**src/rtl/mult_seq_pkg.sv**
```systemverilog
// Shared types and constants for the sequenced 8x8 nibble multiplier.
// The cross-term accumulation mode is selected by MULT_SEQ_APPROX_ACC_EN in the controller.
package mult_seq_pkg;

    localparam int unsigned NIB_W = 4;
    localparam int unsigned OP_W  = 8;
    localparam int unsigned RES_W = 16;

    localparam int unsigned SH_P0    = 0;
    localparam int unsigned SH_CROSS = 4;
    localparam int unsigned SH_P3    = 8;

    typedef enum logic [2:0] {
        ST_IDLE = 3'd0,
        ST_MUL0 = 3'd1,
        ST_MUL1 = 3'd2,
        ST_MUL2 = 3'd3,
        ST_MUL3 = 3'd4,
        ST_DONE = 3'd5
    } state_t;

endpackage

```
**src/rtl/LM_2.sv**
```systemverilog
// Approximate 4x4 nibble multiplier built from four 2x2 blocks in which 3x3 yields 7.
// Purely combinational; the controller consumes its output in the same cycle.
module LM_2 (
    input  logic [3:0] i_a,
    input  logic [3:0] i_b,
    output logic [7:0] o_r_c
);

    function automatic logic [2:0] mul2(input logic [1:0] x, input logic [1:0] y);
        mul2 = {x[1] & y[1], (x[1] & y[0]) | (x[0] & y[1]), x[0] & y[0]};
    endfunction

    logic [2:0] w_ll;
    logic [2:0] w_lh;
    logic [2:0] w_hl;
    logic [2:0] w_hh;

    assign w_ll = mul2(i_a[1:0], i_b[1:0]);
    assign w_lh = mul2(i_a[1:0], i_b[3:2]);
    assign w_hl = mul2(i_a[3:2], i_b[1:0]);
    assign w_hh = mul2(i_a[3:2], i_b[3:2]);

    assign o_r_c = 8'(w_ll) + (8'(w_lh) << 2) + (8'(w_hl) << 2) + (8'(w_hh) << 4);

endmodule

```
**src/rtl/mult_8x8_seq_ctrl.sv**
```systemverilog
// Time-multiplexed 8x8 multiplier: four nibble products through one LM_2, shift-accumulated.
// Define MULT_SEQ_APPROX_ACC_EN to keep only the high nibble of the cross terms at weight 2^8.
module mult_8x8_seq_ctrl
    import mult_seq_pkg::*;
(
    input  logic             clk,
    input  logic             rst,
    input  logic             in_valid,
    output logic             in_ready,
    input  logic [OP_W-1:0]  in_a,
    input  logic [OP_W-1:0]  in_b,
    output logic             out_valid,
    input  logic             out_ready,
    output logic [RES_W-1:0] out_r,
    output logic             busy
);

    state_t             r_state;
    state_t             w_state_nxt;
    logic [OP_W-1:0]    r_a;
    logic [OP_W-1:0]    r_b;
    logic [RES_W-1:0]   r_acc;
    logic               r_in_ready;
    logic               r_out_valid;
    logic               r_busy;
    logic [NIB_W-1:0]   w_nib_a;
    logic [NIB_W-1:0]   w_nib_b;
    logic [2*NIB_W-1:0] w_prod;
    logic [RES_W-1:0]   w_add;
    logic               w_accept;
    logic               w_acc_en;

    LM_2 u_lm2 (
        .i_a   (w_nib_a),
        .i_b   (w_nib_b),
        .o_r_c (w_prod)
    );

    // Next state, nibble operand mux and weighted partial product.
    always_comb begin
        w_state_nxt = r_state;
        w_nib_a     = '0;
        w_nib_b     = '0;
        w_add       = '0;
        w_accept    = 1'b0;
        w_acc_en    = 1'b0;
        case (r_state)
            ST_IDLE: begin
                if (in_valid) begin
                    w_accept    = 1'b1;
                    w_state_nxt = ST_MUL0;
                end
            end
            ST_MUL0: begin
                w_nib_a     = r_a[3:0];
                w_nib_b     = r_b[3:0];
                w_add       = RES_W'(w_prod) << SH_P0;
                w_acc_en    = 1'b1;
                w_state_nxt = ST_MUL1;
            end
            ST_MUL1, ST_MUL2: begin
                w_nib_a  = (r_state == ST_MUL1) ? r_a[3:0] : r_a[7:4];
                w_nib_b  = (r_state == ST_MUL1) ? r_b[7:4] : r_b[3:0];
`ifdef MULT_SEQ_APPROX_ACC_EN
                w_add    = RES_W'(w_prod[7:4]) << SH_P3;
`else
                w_add    = RES_W'(w_prod) << SH_CROSS;
`endif
                w_acc_en = 1'b1;
                w_state_nxt = (r_state == ST_MUL1) ? ST_MUL2 : ST_MUL3;
            end
            ST_MUL3: begin
                w_nib_a     = r_a[7:4];
                w_nib_b     = r_b[7:4];
                w_add       = RES_W'(w_prod) << SH_P3;
                w_acc_en    = 1'b1;
                w_state_nxt = ST_DONE;
            end
            ST_DONE: begin
                if (out_ready) begin
                    w_state_nxt = ST_IDLE;
                end
            end
            default: begin
                w_state_nxt = ST_IDLE;
            end
        endcase
    end

    // State, operands, accumulator and flag outputs decoded from the next state.
    always_ff @(posedge clk) begin
        if (rst) begin
            r_state     <= ST_IDLE;
            r_a         <= '0;
            r_b         <= '0;
            r_acc       <= '0;
            r_in_ready  <= 1'b1;
            r_out_valid <= 1'b0;
            r_busy      <= 1'b0;
        end else begin
            r_state     <= w_state_nxt;
            r_in_ready  <= (w_state_nxt == ST_IDLE);
            r_out_valid <= (w_state_nxt == ST_DONE);
            r_busy      <= (w_state_nxt != ST_IDLE);
            if (w_accept) begin
                r_a   <= in_a;
                r_b   <= in_b;
                r_acc <= '0;
            end else if (w_acc_en) begin
                r_acc <= r_acc + w_add;
            end
        end
    end

    assign in_ready  = r_in_ready;
    assign out_valid = r_out_valid;
    assign out_r     = r_acc;
    assign busy      = r_busy;

endmodule

```
**config.mk**
```make
export PLATFORM = sky130hd
export DESIGN_NAME = mult_8x8_seq_ctrl
export DESIGN_NICKNAME = d
export VERILOG_FILES = /design/src/rtl/mult_seq_pkg.sv /design/src/rtl/LM_2.sv /design/src/rtl/mult_8x8_seq_ctrl.sv
export SDC_FILE = /design/constraint.sdc
export NUM_CORES = 1
export LEC_CHECK = 0
export CORE_ASPECT_RATIO = 2
export CORE_MARGIN = 5
export CORE_UTILIZATION = 51
export CTS_BUF_LIST = sky130_fd_sc_hd__clkbuf_4
export DETAILED_ROUTE_END_ITERATION = 6
export PLACE_DENSITY = 0.75
export REMOVE_ABC_BUFFERS = 1
export SYNTH_ARGS = -nofsm -noshare
export SYNTH_HDL_FRONTEND = slang
export SYNTH_SLANG_ARGS = --single-unit
```
**constraint.sdc**
```tcl
create_clock -name clk -period 5 [get_ports clk]
set_input_delay 1 -clock clk [delete_from_list [all_inputs] [get_ports clk]]
set_output_delay 1 -clock clk [all_outputs]
set_load 0.005 [all_outputs]
```
Yosys cells after proc, flatten, opt, wreduce, memory -nomap -nowiden
Index checks and enable logic that the tools add are counted.
{ "classes": {"add_sub_neg": 4, "multipliers": 0, "div": 0, "order_cmp": 0, "eq_ne": 6, "shift": 0, "muxes": 12, "bitwise": 20, "reduce_logical": 6} }
{ "ops": {"columns": ["op", "count"], "rows": [
  ["$pmux 16 s3", 1],
  ["$pmux 4 s3", 2],
  ["$add 16x16->16", 1],
  ["$and 1x1->1", 16],
  ["$pmux 3 s5", 1],
  ["$eq 3x3->1 const B", 3],
  ["$mux 3", 3],
  ["$add 8x5->8", 1],
  ["$add 8x7->8", 1],
  ["$mux 4", 2],
  ["$add 3x5->6", 1],
  ["$eq 3x2->1 const B", 2],
  ["$logic_not 3->1", 2],
  ["$or 1x1->1", 4],
  ["$reduce_or 2->1", 2],
  ["$reduce_or 4->1", 1],
  ["$eq 3x1->1 const B", 1],
  ["$mux 1", 3],
  ["$reduce_bool 3->1", 1]
]} }
{ "word_totals": {"ff_bits": 38, "latch_bits": 0, "ram_bits": 0, "romBits": 0, "output_inout_bits": 19, "word_cells": 55, "n_memories": 0} }

Depth between registers and ports, before layout
Gate-level depths: netlist (run 1).
{ "depth": {"ltp_word": 10, "depth_mapped": 24, "ltp_nobuf": 23} }

Cells and area by module
From an unflattened synthesis (run 1), not the netlist that was laid out.
{ "unflattened": {"hier_cells": 321, "area_unflattened_um2": 2549.9} }
{ "modules_own_cells": {"columns": ["module", "instances", "cells_per_inst", "area_each_um2"], "rows": [
  ["mult_8x8_seq_ctrl", 1, 292, 2274.7],
  ["LM_2", 1, 29, 275.3]
]} }

Worst setup path after synthesis (run 1)
Ideal clock, no wire load.
{ "synth_path": {"path_kind": "flip-flop to flip-flop", "start": "register r_state[2]", "end": "register r_acc[15] (netlist: out_r[15])", "setup_time_ns": 0.133, "t_arrival_ns": 4.600, "t_required_ns": 4.867, "setup_slack_ns": 0.267, "stages_incl_launch_ff": 24, "path_buffers": 2, "path_cell_list": "dfxtp_1 > buf_2 > buf_1 > a21oi_1 > a21oi_1 > nor2_1 > ha_1 > ha_1 > xor2_1 > fa_1 > ha_1 > a21o_1 > a21oi_1 > xnor2_1 > a22oi_1 > nor2_1 > ha_1 > and2_1 > nor2b_2 > a21boi_2 > o211ai_2 > a211oi_1 > a2111oi_1 > a31oi_1"} }
{ "synth_via": {"elab_chain_len": 10, "elab_cells_between_ends": 39} }
{ "synth_rtl": {"columns": ["item", "line", "rtl"], "rows": [
  ["start, declared", "mult_8x8_seq_ctrl.sv:18", "state_t r_state;"],
  ["start signal, assigned", "mult_8x8_seq_ctrl.sv:101", "r_state <= w_state_nxt;"],
  ["$eq 3x2->1 (on tied branches)", "mult_8x8_seq_ctrl.sv:47, mult_8x8_seq_ctrl.sv:62, mult_8x8_seq_ctrl.sv:63", null],
  ["$mux 4 (tied with other cells)", "mult_8x8_seq_ctrl.sv:62", "w_nib_a = (r_state == ST_MUL1) ? r_a[3:0] : r_a[7:4];"],
  ["$pmux 4 s3", "mult_8x8_seq_ctrl.sv:47", "case (r_state)"],
  ["$and 1x1->1", "LM_2.sv:10", "mul2 = {x[1] & y[1], (x[1] & y[0]) | (x[0] & y[1]), x[0] & y[0]};"],
  ["$or 1x1->1", "LM_2.sv:10", null],
  ["$add 3x5->6", "LM_2.sv:23", "assign o_r_c = 8'(w_ll) + (8'(w_lh) << 2) + (8'(w_hl) << 2) + (8'(w_hh) << 4);"],
  ["$add 8x5->8", "LM_2.sv:23", null],
  ["$add 8x7->8", "LM_2.sv:23", null],
  ["$pmux 16 s3", "mult_8x8_seq_ctrl.sv:47", null],
  ["$add 16x16->16", "mult_8x8_seq_ctrl.sv:110", "r_acc <= r_acc + w_add;"],
  ["end signal, assigned", "mult_8x8_seq_ctrl.sv:110", null],
  ["end, declared", "mult_8x8_seq_ctrl.sv:22", "logic [RES_W-1:0] r_acc;"]
]} }
Several ways; a longest one is shown, not always the timed one.
A chain may end at the register's enable or synchronous reset.

Worst setup path after layout (run 1)
{ "layout_path": {"start": "register r_state[0]", "end": "register r_acc[15] (netlist: out_r[15])"} }
The elaborated chain is that of the path after synthesis.

==> results of run 1 <==
## timing repair
| item | 4_1_cts | 5_1_grt |
|---|---|---|
| resized for setup | 1 | 27 |
| endpoints found under the hold margin | 0 | 0 |
| buffers inserted | 0 | 1 |
| hold buffers | 0 | 0 |
| setup endpoints to repair | 1 | 7 |
| pin swaps | 0 | 8 |
## per-stage QoR
stage               setup TNS (ns)  cells  power (µW)  area [µm²]  setup WS (ns)
floorplan                        0    331       425.0        2592        0.04769
global placement                 0    442       497.8        3158         0.1432
detailed placement       -0.004249    442       500.1        3158      -0.004249
CTS                              0    450       717.1        3244        0.03134
global route              -0.03715    451       758.5        3377       -0.02210
finish                           0    451       720.4        3377         0.2989
## flip-flops by register name, indices dropped and copies added (netlist names)
name and flops:
r_b 8, busy 1, r_a 8, in_ready 1, r_state 3, out_valid 1, out_r 16
## layout make-up
| class | count | area (µm²) | area share |
|---|---|---|---|
| multi-input cells | 287 | 1929 | 0.5713 |
| flip-flops and latches | 38 | 765.7 | 0.2268 |
| repair buffers | 54 | 504.2 | 0.1493 |
| well taps | 58 | 72.57 | 0.02149 |
| clock buffers | 6 | 45.04 | 0.01334 |
| clock inverters | 2 | 37.54 | 0.01112 |
| inverters | 6 | 22.52 | 0.006669 |
## synthesized netlist by cell type, types with 2 or more instances
library cell   n
nor2b_1        6
a21o_1         8
a22oi_1        6
dfxtp_1       38
ha_1          24
o21a_1         5
nor2_1        27
a31oi_1        2
a211oi_1       6
xnor2_1        9
a21oi_1       47
nand2b_1       3
nand3_1        7
and2_1         4
inv_1          5
buf_1          2
nor3_1         2
fa_1           3
nand4_1        3
xor2_1         5
o211ai_2       2
a22o_1         4
and3_1         5
buf_2          3
clkbuf_1       7
o22ai_1        7
o21ai_0        8
nand2_1       72
## worst paths after layout
check,start,endpoint,slack [ns],depth (start not counted)
min reg2reg,r_a[3],r_a[3],0.46,2
min,r_a[3],r_a[3],0.46,2
max,r_state[0],out_r[15],0.30,22
max reg2reg,r_state[0],out_r[15],0.30,22
## critical path, delay by kind of cell (launching register included)
kind                     cells  cell delay, ns
adder cells (fa/ha/maj)      5            1.74
AO/OA/AOI/OAI                7            1.06
XOR/XNOR                     3            0.66
AND/OR/NAND/NOR              6            0.61
flip-flops                   1            0.37
buffers and inverters        1            0.17
## power groups by stage
stage	clock network, µW	logic (µW)	registers (µW)
4_1_cts	223	161	333
6_report	218	167	335
3_3_place_gp	0	158	339
2_1_floorplan	0	80.1	345
3_5_place_dp	0	160	340
5_1_grt	237	184	337
## routing by layer
metal | routed length (µm) | GRT usage | part of all wire
met4 | 323 | 0.1172 | 0.047
met2 | 3907 | 0.3868 | 0.57
met5 | 0 | 0 | 0
met1 | 2426 | 0.2047 | 0.35
met3 | 231 | 0.04373 | 0.034
## cell families after synthesis
kind of cell | Yosys count | synth area share
adders and majority gates | 27 | 0.1355
AOI/OAI and AO/OA | 104 | 0.2493
xor gates and xnor gates | 14 | 0.04610
buffers and inverters | 20 | 0.03387
DFF | 38 | 0.2860
and+or+nand+nor | 141 | 0.2455
muxes | 1 | 0.003763
==> metrics.txt, run 1 <==
core area a little over 5000 µm²; antenna cell count 0; crit-path max cell delay between 0.5 and 0.6 ns; TritonCTS Buffers 5; Flop pwr share 0.466; global route total overflow 0; Yosys top cell by area dfxtp_1; Crit Path Class reg2reg; vias roughly 2700; Placer Congestion roughly 0.88; hold slack about 0.46 ns; Seq/Total Area, Yosys 0.2860; combinational power share 0.232; DR iter-0 viols 107; routed len/inst around 15 µm; status finished, final reports clean; number of max-cap violations 0; Worst Tran Pin Value 0.5962 ns; port bufs 38; Nets around 440; chip width 61.07 µm; Pleak ~0.0014 µW; Die Area 6848 µm²; die height around 110 µm; most common cell after layout, fill and taps aside nand2_1; Vias/cell 5.880; VDD IR max approximately 0.00026 V; Root Buffer clkbuf_4; Slew headroom 0.6025; Required @ worst endpoint between 5 and 6 ns; Final ANT Viol Nets 0; number of synthesized register bits 38; DRT Pass-1 Iters 4; Post-synth EDFFs 0; Max Buffers Root-to-Sink 2; H-tree depth 2; Mean Syn Cell Area roughly 7.7 µm²; most frequent cells in the layout 71 x nand2_1, 42 x a21oi_1, 38 x clkdlybuf4s50_1; drt drc 0; Area contributors post-synth dfxtp_1 29%, ha_1 11%, nand2_1 10%, a21oi_1 8.8%, nor2_1 3.8%; Layout fillers 438; nature of the critical path endpoint register; Row Count 37; worst-path cell chain xor2_2 -> nand2_1 -> a21oi_1 -> a21oi_2 -> nor2_1 -> ha_1 -> ha_2 -> xor2_2 -> fa_1 -> fa_1 -> xnor2_1 -> nor2b_1 -> a21oi_1 -> nor2_1 -> ha_1 -> and2_4 -> nor2b_4 -> a21boi_4 -> o211ai_4 -> buf_4 -> a2111oi_4 -> a31oi_1; Post-DP HPWL approximately 5500 µm; share of cells above drive strength 1 0.1476; Critical Path AT between 4 and 5 ns; CTS Sinks 38; Synth top area share 0.2860; Initial Utilization 0.5224; P&R area growth vs syn 26.95%; Netlist cell types 53; I/O pin count 39; Sw Ratio 0.3024; ys flop type dfxtp_1; Final Skew 0.009244 ns; Startpoint Class register; worst-path fanout max 5; largest net degree at the start of global routing 20; Slowest cell on crit path fa_1; GRT Util Overall 0.2120; DRT Wirelength 6888 µm; Hold Path Class reg2reg; Clk network pwr share 0.302; fin util 0.6631; Mapped Cells roughly 350; Setup violations, final 0; Synth Cell Area between 2000 and 3000 µm²; number of global-route vias before repair approximately 2600; P_sw around 220 µW; first-pass GRT wire length around 11000 µm; Worst-path clk slew between 0.1 and 0.15 ns; asr flop ratio synth 0; Clock Latency Late Sink roughly 0.35 ns; fmax 212.7 MHz; Ys Warns 0; Final min period approximately 4.7 ns; Final Max Tran Viols 0; Hold Vio Cnt, Final 0; Cell Int Power about 500 µW; PD cells between 200 and 250 nW/µm²; crit share post-route 0.9402; initial antenna violation count 0; CTS tree built
(Power assumes the default switching activity.)
==> inputs of run 2 (changes only) <==
--- a/config.mk
+++ b/config.mk
@@ -5,13 +5,15 @@
 export SDC_FILE = /design/constraint.sdc
 export NUM_CORES = 1
 export LEC_CHECK = 0
+export ABC_AREA = 1
 export CORE_ASPECT_RATIO = 2
 export CORE_MARGIN = 5
-export CORE_UTILIZATION = 51
+export CORE_UTILIZATION = 52
 export CTS_BUF_LIST = sky130_fd_sc_hd__clkbuf_4
 export DETAILED_ROUTE_END_ITERATION = 6
 export PLACE_DENSITY = 0.75
 export REMOVE_ABC_BUFFERS = 1
+export SETUP_SLACK_MARGIN = 0.3
 export SYNTH_ARGS = -nofsm -noshare
 export SYNTH_HDL_FRONTEND = slang
 export SYNTH_SLANG_ARGS = --single-unit
==> metrics.txt, run 2 <==
Mapped Cells roughly 460; Cells on Worst Hold Path 2; Critical Path AT around 4.7 ns; ys flop type dfxtp_1; Mean Syn Cell Area approximately 6.3 µm²; Die Area just over 7000 µm²; Initial Utilization 0.5328; Seq/Total Area, Yosys 0.2657; Power, Total 994.4 µW; port bufs 38; Crit Path Class reg2reg; r2r worst-path depth 26; max FFs per register 16; most frequent cells in the layout 121 x nand2_1, 83 x inv_1, 44 x nor2_1; Final Skew 0.02242 ns; number of max-cap violations 0; hold buffers post-CTS 0; asr flop ratio synth 0; Clock Latency Late Sink approximately 0.38 ns; Max Buffers Root-to-Sink 2; crit share post-route 0.8803; Final ANT Viol Nets 0; Cell Int Power roughly 650 µW; DR iter-0 viols 106; number of global-route vias before repair between 2000 and 3000; Vias/cell between 5 and 6; Startpoint Class register; Post-synth EDFFs 0; H-tree depth 2; share of cells above drive strength 1 0.09639; DRT Pass-1 Iters 4; vias about 3000; I/O pin count 39; chip width about 62 µm; Root Buffer clkbuf_4; fmax roughly 230 MHz; Worst Tran Pin Value between 1 and 1.5 ns; placed cell areas 3281 µm²; P_sw ~340 µW; Layout fillers around 520; routed len/inst between 10 and 15 µm; largest net degree at the start of global routing 29; finished layout cell area ~3500 µm²; count leader, synth nand2_1; Synth top area share 0.2657; commonest cells in the netlist 123 x nand2_1, 83 x inv_1, 45 x nor2_1; nature of the critical path endpoint register; fin util 0.6516; Worst-path clk slew between 0.1 and 0.15 ns; core area between 5000 and 6000 µm²; Non-Filler Instances ~560; Clk network pwr share 0.280; Worst R2R End out_r[15]; Hold Path Class reg2reg; first-pass GRT wire length ~12000 µm; antenna cell count 0; Worst Hold End r_a[2]; Hold Startpoint r_a[2]; worst r2r src r_state[1]; Final min period about 4.4 ns; Setup violations, final 0; die height about 110 µm; Final Max Tran Viols 0; Hold Vio Cnt, Final 0; dpl cells ~550; drt drc 0; Flop pwr share 0.384; Nets 544; Yosys top cell by area dfxtp_1; Area contributors post-synth dfxtp_1 27%, nand2_1 16%, inv_1 11%, ha_1 10%, nor2_1 5.9%; Slew headroom 0.2784; TritonCTS Buffers 5; PD cells approximately 280 nW/µm²; worst-path fanout max 5; P&R area growth vs syn 22.29%; Sw Ratio 0.3463; initial antenna violation count 0; Required @ worst endpoint 5.27 ns; most common cell after layout, fill and taps aside nand2_1; Post-DP HPWL around 5900 µm; status finished, final reports clean; Row Count 38; CTS Sinks 38; RSZ-0062 raised after global routing no; Synth Cell Area about 2900 µm²; DRT Wirelength between 7000 and 8000 µm; Placer Congestion ~0.99; GRT Util Overall 0.2101; Pleak 0.001837 µW; CTS tree built; VDD IR max approximately 0.00034 V; combinational power share 0.336; Ys Warns 0; setup slack, reg-to-reg around 0.60 ns; setup TNS 0 ns; global route total overflow 0; number of synthesized register bits 38; Netlist cell types 35
==> run 2: cell count changes after synthesis, moves of 8 or more <==
cell | previous run | this run
a21o_1 | 8 | 0
a21oi_1 | 47 | 20
o21ai_0 | 8 | 28
inv_1 | 5 | 83
nor2_1 | 27 | 45
nand3_1 | 7 | 28
nand2_1 | 72 | 123
==> run 2: area by class of cell <==
| cell class | instances | area, µm² | share of cell area |
|---|---|---|---|
| clock inverter | 3 | 68.82 | 0.01966 |
| sequential | 38 | 765.7 | 0.2187 |
| multi-input combinational | 320 | 1807 | 0.5161 |
| clock buffer | 5 | 37.54 | 0.01072 |
| timing repair buffer | 41 | 402.9 | 0.1151 |
| tap | 60 | 75.07 | 0.02144 |
| inverter | 91 | 344.1 | 0.09828 |
==> run 2: worst max-delay path by stage <==
stage                from         to  slack (ns)  cells after the start
6_report       r_state[1]  out_r[15]        0.60                     26
3_3_place_gp   r_state[0]  out_r[15]        0.43                     25
5_1_grt        r_state[1]  out_r[15]        0.27                     28
3_5_place_dp   r_state[1]  out_r[15]        0.31                     25
4_1_cts        r_state[1]  out_r[15]        0.31                     27
2_1_floorplan  r_state[0]  out_r[15]        1.09                     25
==> run 2: power groups by stage <==
stage / clock network (µW) / registers, µW / logic [µW]
detailed placement: 0 / 388 / 321
CTS: 284 / 381 / 322
floorplan: 0 / 384 / 200
global route: 292 / 388 / 377
global placement: 0 / 387 / 314
finish: 279 / 382 / 334
==> run 2: per-stage QoR <==
stage                     setup WS, ns  hold slack, ns
after floorplan                  1.089          0.4300
after global placement          0.4318          0.4453
after detailed placement        0.3085          0.4532
after CTS                       0.3144          0.4709
after global routing            0.2713          0.4937
final                           0.5983          0.4693
==> run 2: kinds of logic after synthesis <==
family / count (synthesis) / synth area share
DFF: 38 / 0.2657
adders and majority gates: 27 / 0.1259
AOI/OAI and AO/OA: 69 / 0.1368
xor gates and xnor gates: 6 / 0.01836
buffers and inverters: 98 / 0.1333
and+or+nand+nor: 218 / 0.3199
==> run 2: per-layer routing <==
layer	global-route usage	vias to the layer above	wire (µm)
li1	-	1512	-
met2	0.4259	75	4122
met1	0.1725	1297	2445
met4	0.1558	0	515
met5	0	-	0
met3	0.03324	30	255
==> run 2: critical path: stages, from the launching register on <==
cell and delay [ns]:
dfxtp_4 0.40, inv_2 0.04, nor2_4 0.10, nand2_1 0.11
nand2_2 0.11, inv_2 0.08, o21ai_4 0.22, nand2_1 0.08
inv_1 0.06, ha_1 0.15, ha_1 0.16, xnor2_1 0.15
fa_1 0.50, fa_1 0.51, xnor2_2 0.24, o21ai_2 0.11
ha_1 0.34, nand2_1 0.11, inv_1 0.07, a21oi_1 0.18
nand2_1 0.16, nand2_1 0.13, nand2_1 0.06, nand2_1 0.05
nand3_1 0.06, nand2_1 0.07, inv_1 0.03
==> run 2: what timing repair did <==
action / CTS / global route
buffers inserted: 0 / 3
pin swaps: 0 / 7
setup endpoints to repair: 3 / 11
gates resized for setup: 1 / 18
